$ cat src/rtl/uart_pkg.sv
// Shared UART definitions: receive FSM state encoding, line idle level and parity helper.
package uart_pkg;

  typedef enum logic [2:0] {
    IDLE,
    START,
    DATA,
    PARITY,
    STOP,
    WAIT_IDLE
  } uart_rx_state_e;

  localparam logic UART_IDLE_LEVEL = 1'b1;

  // Returns the parity bit a correct frame carries for the given data word.
  function automatic logic uart_parity(input logic [31:0] data, input logic odd);
    return (^data) ^ odd;
  endfunction

endpackage

$ cat src/rtl/uart_bit_sync.sv
// Synchronizes rx_uart, flags synced falling edges and provides a 2-of-3 majority vote
// over the samples taken on the two previous oversample ticks plus the current one.
module uart_bit_sync
  import uart_pkg::*;
(
  input  logic clk,
  input  logic reset,
  input  logic clk_enable,
  input  logic rx_uart,
  output logic line_sync,
  output logic line_fell,
  output logic maj_bit
);

  logic [1:0] sync_q, sync_d;
  logic       prev_q, prev_d;
  logic [1:0] samp_q, samp_d;
  logic [2:0] window;

  always_comb begin
    sync_d = {sync_q[0], rx_uart};
    prev_d = sync_q[1];
    samp_d = samp_q;
    if (clk_enable) begin
      samp_d = {samp_q[0], sync_q[1]};
    end
  end

  always_ff @(posedge clk) begin
    if (reset) begin
      sync_q <= {2{UART_IDLE_LEVEL}};
      prev_q <= UART_IDLE_LEVEL;
      samp_q <= {2{UART_IDLE_LEVEL}};
    end else begin
      sync_q <= sync_d;
      prev_q <= prev_d;
      samp_q <= samp_d;
    end
  end

  // The live synced bit is the third sample, so the vote is ready on the deciding tick itself.
  assign window    = {samp_q, sync_q[1]};
  assign line_sync = sync_q[1];
  assign line_fell = prev_q & ~sync_q[1];
  assign maj_bit   = (window[0] & window[1]) | (window[0] & window[2]) | (window[1] & window[2]);

endmodule

$ cat src/rtl/uart_rx_deserializer.sv
// Oversampled UART receive engine: one data word plus error flag per frame, no backpressure.
//
//   state     | meaning
//   ----------+-----------------------------------------------------------
//   IDLE      | line idle, waiting for a synced high->low edge
//   START     | validating the start bit at tick MID+1
//   DATA      | one majority decision per bit period, LSB first
//   PARITY    | checking the parity bit against the received data
//   STOP      | sampling the stop bit and publishing the word
//   WAIT_IDLE | stop bit was low (break); wait for the line to return high
module uart_rx_deserializer
  import uart_pkg::*;
#(
  parameter int DATA_BITS  = 8,
  parameter int OVERSAMPLE = 16,
  parameter int PARITY_ODD = 0
) (
  input  logic                 clk,
  input  logic                 reset,
  input  logic                 clk_enable,
  input  logic                 parity_en,
  input  logic                 rx_uart,
  output logic [DATA_BITS-1:0] rx_data,
  output logic                 rx_data_valid,
  output logic                 rx_data_error,
  output logic                 rx_busy
);

  localparam int MID = OVERSAMPLE / 2;
  localparam int TW  = $clog2(OVERSAMPLE) + 1;
  localparam int BW  = $clog2(DATA_BITS) + 1;

  localparam logic [TW-1:0] TICK_START_DEC = TW'(MID + 1);
  localparam logic [TW-1:0] TICK_BIT_DEC   = TW'(OVERSAMPLE - 1);
  localparam logic [BW-1:0] BIT_LAST       = BW'(DATA_BITS - 1);

  logic line_sync;
  logic line_fell;
  logic maj_bit;

  uart_bit_sync u_bit_sync (
    .clk        (clk),
    .reset      (reset),
    .clk_enable (clk_enable),
    .rx_uart    (rx_uart),
    .line_sync  (line_sync),
    .line_fell  (line_fell),
    .maj_bit    (maj_bit)
  );

  uart_rx_state_e       state_q, state_d;
  logic [TW-1:0]        tick_q, tick_d;
  logic [BW-1:0]        bit_q, bit_d;
  logic [DATA_BITS-1:0] shift_q, shift_d;
  logic                 par_en_q, par_en_d;
  logic                 par_err_q, par_err_d;
  logic [DATA_BITS-1:0] data_q, data_d;
  logic                 valid_q, valid_d;
  logic                 error_q, error_d;
  logic                 busy_q, busy_d;

  always_comb begin
    state_d   = state_q;
    tick_d    = tick_q;
    bit_d     = bit_q;
    shift_d   = shift_q;
    par_en_d  = par_en_q;
    par_err_d = par_err_q;
    data_d    = data_q;
    valid_d   = 1'b0;
    error_d   = error_q;

    unique case (state_q)
      IDLE: begin
        if (line_fell) begin
          state_d   = START;
          tick_d    = '0;
          par_en_d  = parity_en;
          par_err_d = 1'b0;
        end
      end

      START: begin
        if (clk_enable) begin
          if (tick_q == TICK_START_DEC) begin
            if (!maj_bit) begin
              state_d = DATA;
              tick_d  = '0;
              bit_d   = '0;
            end else begin
              state_d = IDLE;
            end
          end else begin
            tick_d = tick_q + TW'(1);
          end
        end
      end

      DATA: begin
        if (clk_enable) begin
          if (tick_q == TICK_BIT_DEC) begin
            tick_d  = '0;
            shift_d = {maj_bit, shift_q[DATA_BITS-1:1]};
            bit_d   = bit_q + BW'(1);
            if (bit_q == BIT_LAST) begin
              state_d = par_en_q ? PARITY : STOP;
            end
          end else begin
            tick_d = tick_q + TW'(1);
          end
        end
      end

      PARITY: begin
        if (clk_enable) begin
          if (tick_q == TICK_BIT_DEC) begin
            tick_d    = '0;
            par_err_d = uart_parity(32'(shift_q), PARITY_ODD != 0) != maj_bit;
            state_d   = STOP;
          end else begin
            tick_d = tick_q + TW'(1);
          end
        end
      end

      STOP: begin
        if (clk_enable) begin
          if (tick_q == TICK_BIT_DEC) begin
            tick_d  = '0;
            data_d  = shift_q;
            error_d = par_err_q | ~maj_bit;
            valid_d = 1'b1;
            state_d = maj_bit ? IDLE : WAIT_IDLE;
          end else begin
            tick_d = tick_q + TW'(1);
          end
        end
      end

      WAIT_IDLE: begin
        // A low stop bit may be a break; never re-arm until the line is released.
        if (line_sync == UART_IDLE_LEVEL) begin
          state_d = IDLE;
        end
      end

      default: state_d = IDLE;
    endcase

    busy_d = (state_d != IDLE);
  end

  always_ff @(posedge clk) begin
    if (reset) begin
      state_q   <= IDLE;
      tick_q    <= '0;
      bit_q     <= '0;
      shift_q   <= '0;
      par_en_q  <= 1'b0;
      par_err_q <= 1'b0;
      data_q    <= '0;
      valid_q   <= 1'b0;
      error_q   <= 1'b0;
      busy_q    <= 1'b0;
    end else begin
      state_q   <= state_d;
      tick_q    <= tick_d;
      bit_q     <= bit_d;
      shift_q   <= shift_d;
      par_en_q  <= par_en_d;
      par_err_q <= par_err_d;
      data_q    <= data_d;
      valid_q   <= valid_d;
      error_q   <= error_d;
      busy_q    <= busy_d;
    end
  end

  assign rx_data       = data_q;
  assign rx_data_valid = valid_q;
  assign rx_data_error = error_q;
  assign rx_busy       = busy_q;

endmodule

$ cat config.mk
export PLATFORM = sky130hd
export DESIGN_NAME = uart_rx_deserializer
export DESIGN_NICKNAME = d
export VERILOG_FILES = /design/src/rtl/uart_pkg.sv /design/src/rtl/uart_bit_sync.sv /design/src/rtl/uart_rx_deserializer.sv
export SDC_FILE = /design/constraint.sdc
export NUM_CORES = 1
export LEC_CHECK = 0
export CORE_MARGIN = 4
export CORE_UTILIZATION = 55
export DETAILED_ROUTE_END_ITERATION = 6
export HOLD_SLACK_MARGIN = 0.06
export PLACE_DENSITY = 0.83
export RECOVER_POWER = 100
export SYNTH_ARGS = -nofsm -noshare
export SYNTH_HDL_FRONTEND = slang
export SYNTH_SLANG_ARGS = --single-unit
$ cat constraint.sdc
create_clock -name clk -period 2.6 [get_ports clk]
set_input_delay 0.26 -clock clk [delete_from_list [all_inputs] [get_ports clk]]
set_output_delay 0.26 -clock clk [all_outputs]
set_load 0.02 [all_outputs]
# After elaboration in Yosys (flattened, before gate mapping)
# Index checks and enable logic that the tools add are counted.
# classes
n_addsub,2
n_eq_ne,19
muxes,33
bitwise_logic,11
reduce_logical,14
# op_table
op,n
$mux W3,13
$reduce_xor A32 Y1,1
$mux W5,6
$mux W4,5
$pmux W3 S6,1
$ne A2 B2 Y1 const B,8
$pmux W5 S3,1
$eq A5 B4 Y1 const B,2
$pmux W4 S2,1
$eq A3 B2 Y1 const B,2
$eq A3 B3 Y1 const B,2
$reduce_and A3 Y1,2
$reduce_and A6 Y1,1
$reduce_bool A3 Y1,2
$reduce_or A3 Y1,2
$add A5 B1 Y5 const B,1
$reduce_and A5 Y1,1
$add A4 B1 Y4 const B,1
$and A1 B1 Y1,4
$eq A4 B3 Y1 const B,1
$mux W1,4
$not A1 Y1,4
$reduce_and A4 Y1,1
$reduce_bool A2 Y1,2
9 further kinds,11
# word_totals
ff_bits,38
inputBits,5
out_inout_bits,11

# Longest topological paths before layout
# Gate-level depths: netlist of run 1.
# depth
ltp_word,8
mapped_depth,9
depth_no_buf,8

# Cells and area by module
# Synthesis of run 1 repeated with hierarchy kept, for this count alone.
# hier_totals
hier_cells,214
area_unflattened_um2,1894.3
# by_module_without_submodules
mod,n_inst,cells_per_inst,area_each_um2,seq_area_each_um2
uart_rx_deserializer,1,200,1727.9,660.6
uart_bit_sync,1,14,166.4,100.1

# Least setup slack after synthesis of run 1
# Ideal clock, no wire load.
# synth_path
path_kind,register -> register
startpoint,register tick_q[0]
endpoint,"register busy_q, in the netlist rx_busy"
setup_time_ps,120
arrival_ps,1910
required_ps,2480
setup_slack_ps,571
path_stages_with_launch,9
synth_period_minus_slack_ps,2029
cell_sequence,dfxtp_1 ha_1 and3_1 ha_1 nand2_1 or4_1 o2111ai_1 nand2_1 o31a_1
# synth_via
elab_chain_cells,5
# synth_rtl
element,line_no,rtl
"start, declared",uart_rx_deserializer.sv:52,"logic [TW-1:0] tick_q, tick_d;"
"start signal, assigned",uart_rx_deserializer.sv:167,tick_q <= tick_d;
"$eq A5 B4 Y1, on equally long branches",--,
"$mux W3, on equally long branches (2 in series)",--,
$pmux W3 S6 (*),uart_rx_deserializer.sv:73,unique case (state_q)
$reduce_bool A3 Y1 (*),uart_rx_deserializer.sv:150,busy_d = (state_d != IDLE);
"end signal, assigned",uart_rx_deserializer.sv:175,busy_q <= busy_d;
"end, declared",uart_rx_deserializer.sv:60,"logic busy_q, busy_d;"
# Every way passes the cells marked *; elsewhere a longest branch is shown, timed or not.
# A chain may end at the register's enable or synchronous reset.

# Worst setup path after layout of run 1
# layout_path
startpoint,register tick_q[0]
endpoint,register shift_q[6]
# layout_via
elab_chain_cells,2
# layout_rtl
element,line_no,rtl
$eq A5 B4 Y1,uart_rx_deserializer.sv:101,if (tick_q == TICK_BIT_DEC) begin
$reduce_and A3 Y1 (no line),--,
"end signal, assigned",uart_rx_deserializer.sv:169,shift_q <= shift_d;
"end, declared",uart_rx_deserializer.sv:54,"logic [DATA_BITS-1:0] shift_q, shift_d;"
# Every way passes these cells.

==> results of run 1 <==
[flip-flops by register name, summed over array words and instances (netlist names), 2 cells and up]
name               flops
rx_data                8
shift_q                8
tick_q                 5
bit_q                  4
state_q                3
u_bit_sync.samp_q      2
u_bit_sync.sync_q      2
[power by group through the flow]
stage	Clock (mW)	Sequential [mW]	Combinational, mW
6_report	0.506	0.611	0.0917
5_1_grt	0.541	0.614	0.101
4_1_cts	0.517	0.611	0.0964
3_5_place_dp	0	0.624	0.0957
3_3_place_gp	0	0.624	0.0943
2_1_floorplan	0	0.618	0.0769
[worst register-to-register path, cell delays in order, from the launching register on]
cell and delay, ns:
dfxtp_1 0.40, ha_1 0.18, and3_1 0.22, ha_1 0.22
nand2_1 0.08, nor3_1 0.23, clkbuf_1 0.49, mux2i_1 0.26
nor2_1 0.06
[placed cells by master (no fill, tap or decap), drive strengths merged, types with 4 or more instances in the layout]
| cell | count |
|---|---|
| a21oi | 7 |
| and3 | 4 |
| clkbuf | 8 |
| dfxtp | 38 |
| dlygate4sd3 | 12 |
| ha | 6 |
| inv | 5 |
| mux2i | 16 |
| nand2 | 12 |
| nand3 | 5 |
| nor2 | 30 |
| o21ai | 4 |
| or2 | 4 |
| xnor2 | 8 |
| xor2 | 6 |
[layer usage]
layer / up-vias / track usage / share of wire
met4: 0 / 0.0863 / 0.026
met1: 656 / 0.226 / 0.46
met2: 50 / 0.280 / 0.45
met5: - / 0 / 0
li1: 721 / - / -
met3: 9 / 0.0523 / 0.060
[through the flow]
stage	util	hold WS [ns]	setup slack (ns)	total power, mW	area (µm²)
after floorplan	-	0.364	0.571	0.695	1890
after global placement	0.619	0.393	0.491	0.718	2070
after detailed placement	0.619	0.405	0.410	0.720	2070
after CTS	0.651	0.433	0.394	1.22	2170
after global routing	0.641	0.438	0.128	1.26	2140
final	0.641	0.427	0.335	1.21	2140
[how the worst max path moves through the flow]
stage                      startpoint                       to  slack (ns)  cells after the start
6_report       tick_q[0]$_SDFFE_PP0P_  shift_q[6]$_SDFFE_PP0P_        0.34                      8
3_3_place_gp   tick_q[0]$_SDFFE_PP0P_       rx_busy$_SDFF_PP0_        0.49                      8
2_1_floorplan  tick_q[0]$_SDFFE_PP0P_       rx_busy$_SDFF_PP0_        0.57                      8
4_1_cts        tick_q[0]$_SDFFE_PP0P_       rx_busy$_SDFF_PP0_        0.39                      8
3_5_place_dp   tick_q[0]$_SDFFE_PP0P_       rx_busy$_SDFF_PP0_        0.41                      8
5_1_grt        tick_q[0]$_SDFFE_PP0P_  shift_q[6]$_SDFFE_PP0P_        0.13                      8
[layout make-up]
type | count | share of cell area
multi-input combinational | 146 | 0.480
sequential | 38 | 0.356
timing repair buffer | 19 | 0.0790
clock inverter | 3 | 0.0322
tap | 46 | 0.0269
clock buffer | 5 | 0.0176
inverter | 5 | 0.00878
[kinds of logic after synthesis]
logic type	Yosys count	share of synthesized area
xor+xnor	14	0.0649
compound gates	28	0.124
mux	16	0.0848
buf+inv	16	0.0417
fa+ha+maj	7	0.0470
flops	38	0.403
simple gates	81	0.235
==> out/metrics.cfg, run 1 <==
[run_status]
status = complete, no violations

[pwr]
peakVddDrop_v = 0.000566
pwr-share-comb = 0.076
sequentialPowerShare = 0.506
power_switching_uw = 268
power.density_mw_per_mm2 = 565
power_leakage_nw = 0.858
sw_frac_of_total = 0.222
p_clk_frac = 0.418
internal_power_uw = 941

[die]
rows = 21
die-area_mm2 = 0.00444
die_x_um = 66.6
core_area_mm2 = 0.00334
design.portCount = 16
initial_core_util = 0.566
fp.dieH_um = 66.6

[worst_setup_path]
path_buf_inv = 1
end_kind = flop
regToRegSetupSlack_ns = 0.34
cp.arrival_ns = 2.47
r2r_end = shift_q[6]$_SDFFE_PP0P_
cp_common_cell = ha_1
cp_max_fo = 8
startpoint_type = flop
cp_top_family = simple AND/OR/NAND/NOR gates
r2r-start = tick_q[0]$_SDFFE_PP0P_
slowest_stage = clkbuf_1
required_ns = 2.80
path_cells = ha_1 -> and3_1 -> ha_1 -> nand2_1 -> nor3_1 -> clkbuf_1 -> mux2i_1 -> nor2_1
crit_type = reg -> reg
rr_worst_depth = 8
max_stage_delay_ns = 0.49

[min_path]
hold_class = reg -> reg
holdCritStartpoint = u_bit_sync.sync_q[0]$_SDFF_PP1_
min_to = u_bit_sync.sync_q[1]$_SDFF_PP1_
whs_path_depth = 1

[timing]
fmax_mhz = 442
final.setup.tns_ns = 0
min_period_over_period = 0.871
skew_ns = 0.0159
rsz0062_at_grt = no
slew_viol_final = 0
hold_viol_final = 0
fin_crit_ns = 2.26
worstMarginPinSlew_ns = 1.23
setup-violations-final = 0
slew_headroom = 0.178

[detailed_routing]
dr.pass1.iters = 4
wl_per_cell_um = 13.3
drc = 0
viasPerCell = 5.48
dr.first_iter.drc_count = 66
via_count = 1436
totalWireLength_um = 3490
ant_nets = 0

[final_layout]
diodes = 0
fin_nets = 226
layoutNonFillerInstCount = 262
nFillCells = 287
syn2layout_area_growth_pct = 13.2
drive_above_1_share = 0.0926
ff_latch_area_um2 = 761
multi_input_area_mm2 = 0.00103

[clock_tree]
post_cts_buffers = 0
clk_pin_slew_ns = 0.12
clock-sinks = 38
cts_tree = yes
hold_buffers = 0
ctsResizeCount = 0
numCtsBuffers = 5
clock_latency_ns = 0.35
htreeDepth = 2
cts-root-buf = clkbuf_4
clk_path_buf_depth = 2

[synth]
synth_edf_count = 0
syn_area_per_cell_um2 = 9.45
synth_ff_type = dfxtp_1
synth_cells = 200
synth_area_mm2 = 0.00189
synth_commonest_cells = dfxtp_1 (38), nor2_1 (29), mux2i_1 (16)
ys_types = 50
synth_area_leaders = dfxtp_1 (40%), mux2i_1 (8.5%), nor2_1 (5.8%)
ys_ff_latch = 38
synth_top_area_frac = 0.403
ys_warn_count = 0
synth_nets = 211
synth_most_common_cell = dfxtp_1
synthArstFlopShare = 0
synth_top_area_cell = dfxtp_1
seq_area_frac_synth = 0.403

[grt]
grt_max_degree = 30
antenna_found_initial = 0
grt_pass1_wl_um = 6030
grt_pass1_vias = 1337
grt_use_total = 0.180
grt_overflow = 0

[placement]
post-place-cells = 254
hpwlAfterDp_um = 2490
finalWeightedCongestion = 0.870
port_buffers = 15

[job]
max_cap_violations = 0

(Power assumes the default switching activity.)
==> run 2: changes to the inputs <==
--- a/config.mk
+++ b/config.mk
@@ -5,12 +5,15 @@
 export SDC_FILE = /design/constraint.sdc
 export NUM_CORES = 1
 export LEC_CHECK = 0
+export CELL_PAD_IN_SITES_DETAIL_PLACEMENT = 1
+export CELL_PAD_IN_SITES_GLOBAL_PLACEMENT = 1
 export CORE_MARGIN = 4
-export CORE_UTILIZATION = 55
+export CORE_UTILIZATION = 44
 export DETAILED_ROUTE_END_ITERATION = 6
 export HOLD_SLACK_MARGIN = 0.06
-export PLACE_DENSITY = 0.83
+export PLACE_DENSITY = 0.85
 export RECOVER_POWER = 100
 export SYNTH_ARGS = -nofsm -noshare
 export SYNTH_HDL_FRONTEND = slang
 export SYNTH_SLANG_ARGS = --single-unit
+export TNS_END_PERCENT = 50
==> out/metrics.cfg, run 2 (synthesized netlist as in run 1, its figures left out) <==
[timing]
min_period_over_period = 0.877  ; was 0.871
slew_headroom = 0.640  ; was 0.178
hold_viol_final = 0  ; unchanged
setup-violations-final = 0  ; unchanged
rsz0062_at_grt = no  ; unchanged
fin_crit_ns = 2.28  ; was 2.26 ns
fmax_mhz = 438  ; was 442 MHz
worstMarginPinSlew_ns = 0.539  ; was 1.23 ns
skew_ns = 0.00810  ; was 0.0159 ns
slew_viol_final = 0  ; unchanged
final.setup.tns_ns = 0  ; unchanged

[die]
die-area_mm2 = 0.00541  ; was 0.00444 mm²
core_area_mm2 = 0.00409  ; was 0.00334 mm²
initial_core_util = 0.462  ; was 0.566
die_x_um = 73.5  ; was 66.6 µm
rows = 23  ; was 21
fp.dieH_um = 73.5  ; was 66.6 µm
design.portCount = 16  ; unchanged

[worst_setup_path]
regToRegSetupSlack_ns = 0.32  ; was 0.34 ns
path_buf_inv = 0  ; was 1
end_kind = flop  ; unchanged
startpoint_type = flop  ; unchanged
crit_type = reg -> reg  ; unchanged
cp_max_fo = 4  ; was 8
cp.arrival_ns = 2.47  ; about the same
slowest_stage = or4_1  ; was clkbuf_1
required_ns = 2.79  ; was 2.80 ns
cp_top_family = simple AND/OR/NAND/NOR gates  ; unchanged
path_cells = ha_1 -> and3_1 -> ha_1 -> nand2_1 -> or4_1 -> o2111ai_1 -> nand2_1 -> o31a_1  ; was ha_1 -> and3_1 -> ha_1 -> nand2_1 -> nor3_1 -> clkbuf_1 -> mux2i_1 -> nor2_1
max_stage_delay_ns = 0.52  ; was 0.49 ns

[final_layout]
fin_nets = 227  ; was 226
diodes = 0  ; unchanged
layoutNonFillerInstCount = 267  ; was 262
fin_util = 0.523  ; was 0.641
drive_above_1_share = 0.0968  ; was 0.0926
syn2layout_area_growth_pct = 13.1  ; was 13.2%
final_common_cell = dfxtp_1  ; unchanged
final_cell_mix = dfxtp_1 (38), nor2_1 (29), mux2i_1 (16)  ; unchanged

[grt]
grt_pass1_vias = 1477  ; was 1337
grt_overflow = 0  ; unchanged
antenna_found_initial = 0  ; unchanged
grt_max_degree = 15  ; was 30
grt_pass1_wl_um = 6930  ; was 6030 µm
grt_use_total = 0.168  ; was 0.180

[pwr]
sw_frac_of_total = 0.244  ; was 0.222
power_leakage_nw = 0.856  ; was 0.858 nW
p_clk_frac = 0.376  ; was 0.418
power_switching_uw = 275  ; was 268 µW
internal_power_uw = 853  ; was 941 µW
power.density_mw_per_mm2 = 528  ; was 565 mW/mm²
pwr-share-comb = 0.082  ; was 0.076
total_power_mw = 1.13  ; was 1.21 mW
peakVddDrop_v = 0.000472  ; was 0.000566 V
sequentialPowerShare = 0.542  ; was 0.506

[run_status]
status = complete, no violations  ; unchanged

[clock_tree]
clk_path_buf_depth = 2  ; unchanged
post_cts_buffers = 0  ; unchanged
cts_tree = yes  ; unchanged
htreeDepth = 2  ; unchanged
clk_pin_slew_ns = 0.08  ; was 0.12 ns
clock-sinks = 38  ; unchanged
clock_latency_ns = 0.29  ; was 0.35 ns
cts-root-buf = clkbuf_8  ; was clkbuf_4
hold_buffers = 0  ; unchanged
ctsResizeCount = 0  ; unchanged
numCtsBuffers = 5  ; unchanged

[placement]
post-place-cells = 259  ; was 254
finalWeightedCongestion = 0.834  ; was 0.870
port_buffers = 15  ; unchanged
hpwlAfterDp_um = 2900  ; was 2490 µm

[detailed_routing]
ant_nets = 0  ; unchanged
dr.first_iter.drc_count = 64  ; was 66
viasPerCell = 5.52  ; was 5.48
drc = 0  ; unchanged
totalWireLength_um = 4020  ; was 3490 µm
wl_per_cell_um = 15.1  ; was 13.3 µm
dr.pass1.iters = 4  ; unchanged
via_count = 1473  ; was 1436

[job]
max_cap_violations = 0  ; unchanged

[min_path]
hold_class = reg -> reg  ; unchanged

==> run 2: cell count changes in the layout (fill, tap and decap cells not counted), sizes merged <==
cell,change
bufinv,-2
buf,+1
clkbuf,+1
clkinvlp,+1
==> run 2: layer usage <==
metal | part of all wire | track usage | up-vias
met5 | 0 | 0 | -
met4 | 0.0095 | 0.0483 | 0
met1 | 0.46 | 0.218 | 718
met2 | 0.49 | 0.272 | 27
li1 | - | - | 724
met3 | 0.038 | 0.0492 | 4
==> run 2: worst register-to-register path, stage by stage (launching register included) <==
cell       delay (ns)
dfxtp_1          0.39
ha_1             0.19
and3_1           0.22
ha_1             0.22
nand2_1          0.08
or4_1            0.52
o2111ai_1        0.22
nand2_1          0.10
o31a_1           0.23
==> run 2: through the flow <==
step                      setup slack [ns]  hold slack [ns]  cell area [µm²]
after floorplan                      0.571            0.364             1890
after global placement               0.449            0.391             2080
after detailed placement             0.376            0.401             2080
after CTS                            0.311            0.418             2170
after global routing                 0.131            0.442             2140
final                                0.319            0.414             2140
==> run 2: final timing paths <==
path | startpoint | endpoint | depth (start not counted)
hold / removal | u_bit_sync.sync_q[0]$_SDFF_PP1_ | u_bit_sync.sync_q[1]$_SDFF_PP1_ | 1
setup / recovery | tick_q[0]$_SDFFE_PP0P_ | rx_busy$_SDFF_PP0_ | 8
hold reg to reg | u_bit_sync.sync_q[0]$_SDFF_PP1_ | u_bit_sync.sync_q[1]$_SDFF_PP1_ | 1
setup reg to reg | tick_q[0]$_SDFFE_PP0P_ | rx_busy$_SDFF_PP0_ | 8
==> run 2: layout make-up <==
type	instances	area (µm²)
Multi-Input combinational cell	146	1020
Clock inverter	2	12.5
Clock buffer	6	82.6
Tap cell	50	62.6
Timing Repair Buffer	20	178
Sequential cell	38	761
Inverter	5	18.8
Fill cell	481	1950
==> run 2: power groups by stage <==
| stage | combinational (mW) | clock, mW | sequential, mW |
|---|---|---|---|
| floorplan | 0.0769 | 0 | 0.618 |
| global placement | 0.0961 | 0 | 0.624 |
| detailed placement | 0.0980 | 0 | 0.625 |
| CTS | 0.0990 | 0.441 | 0.611 |
| global route | 0.104 | 0.468 | 0.614 |
| finish | 0.0930 | 0.424 | 0.611 |
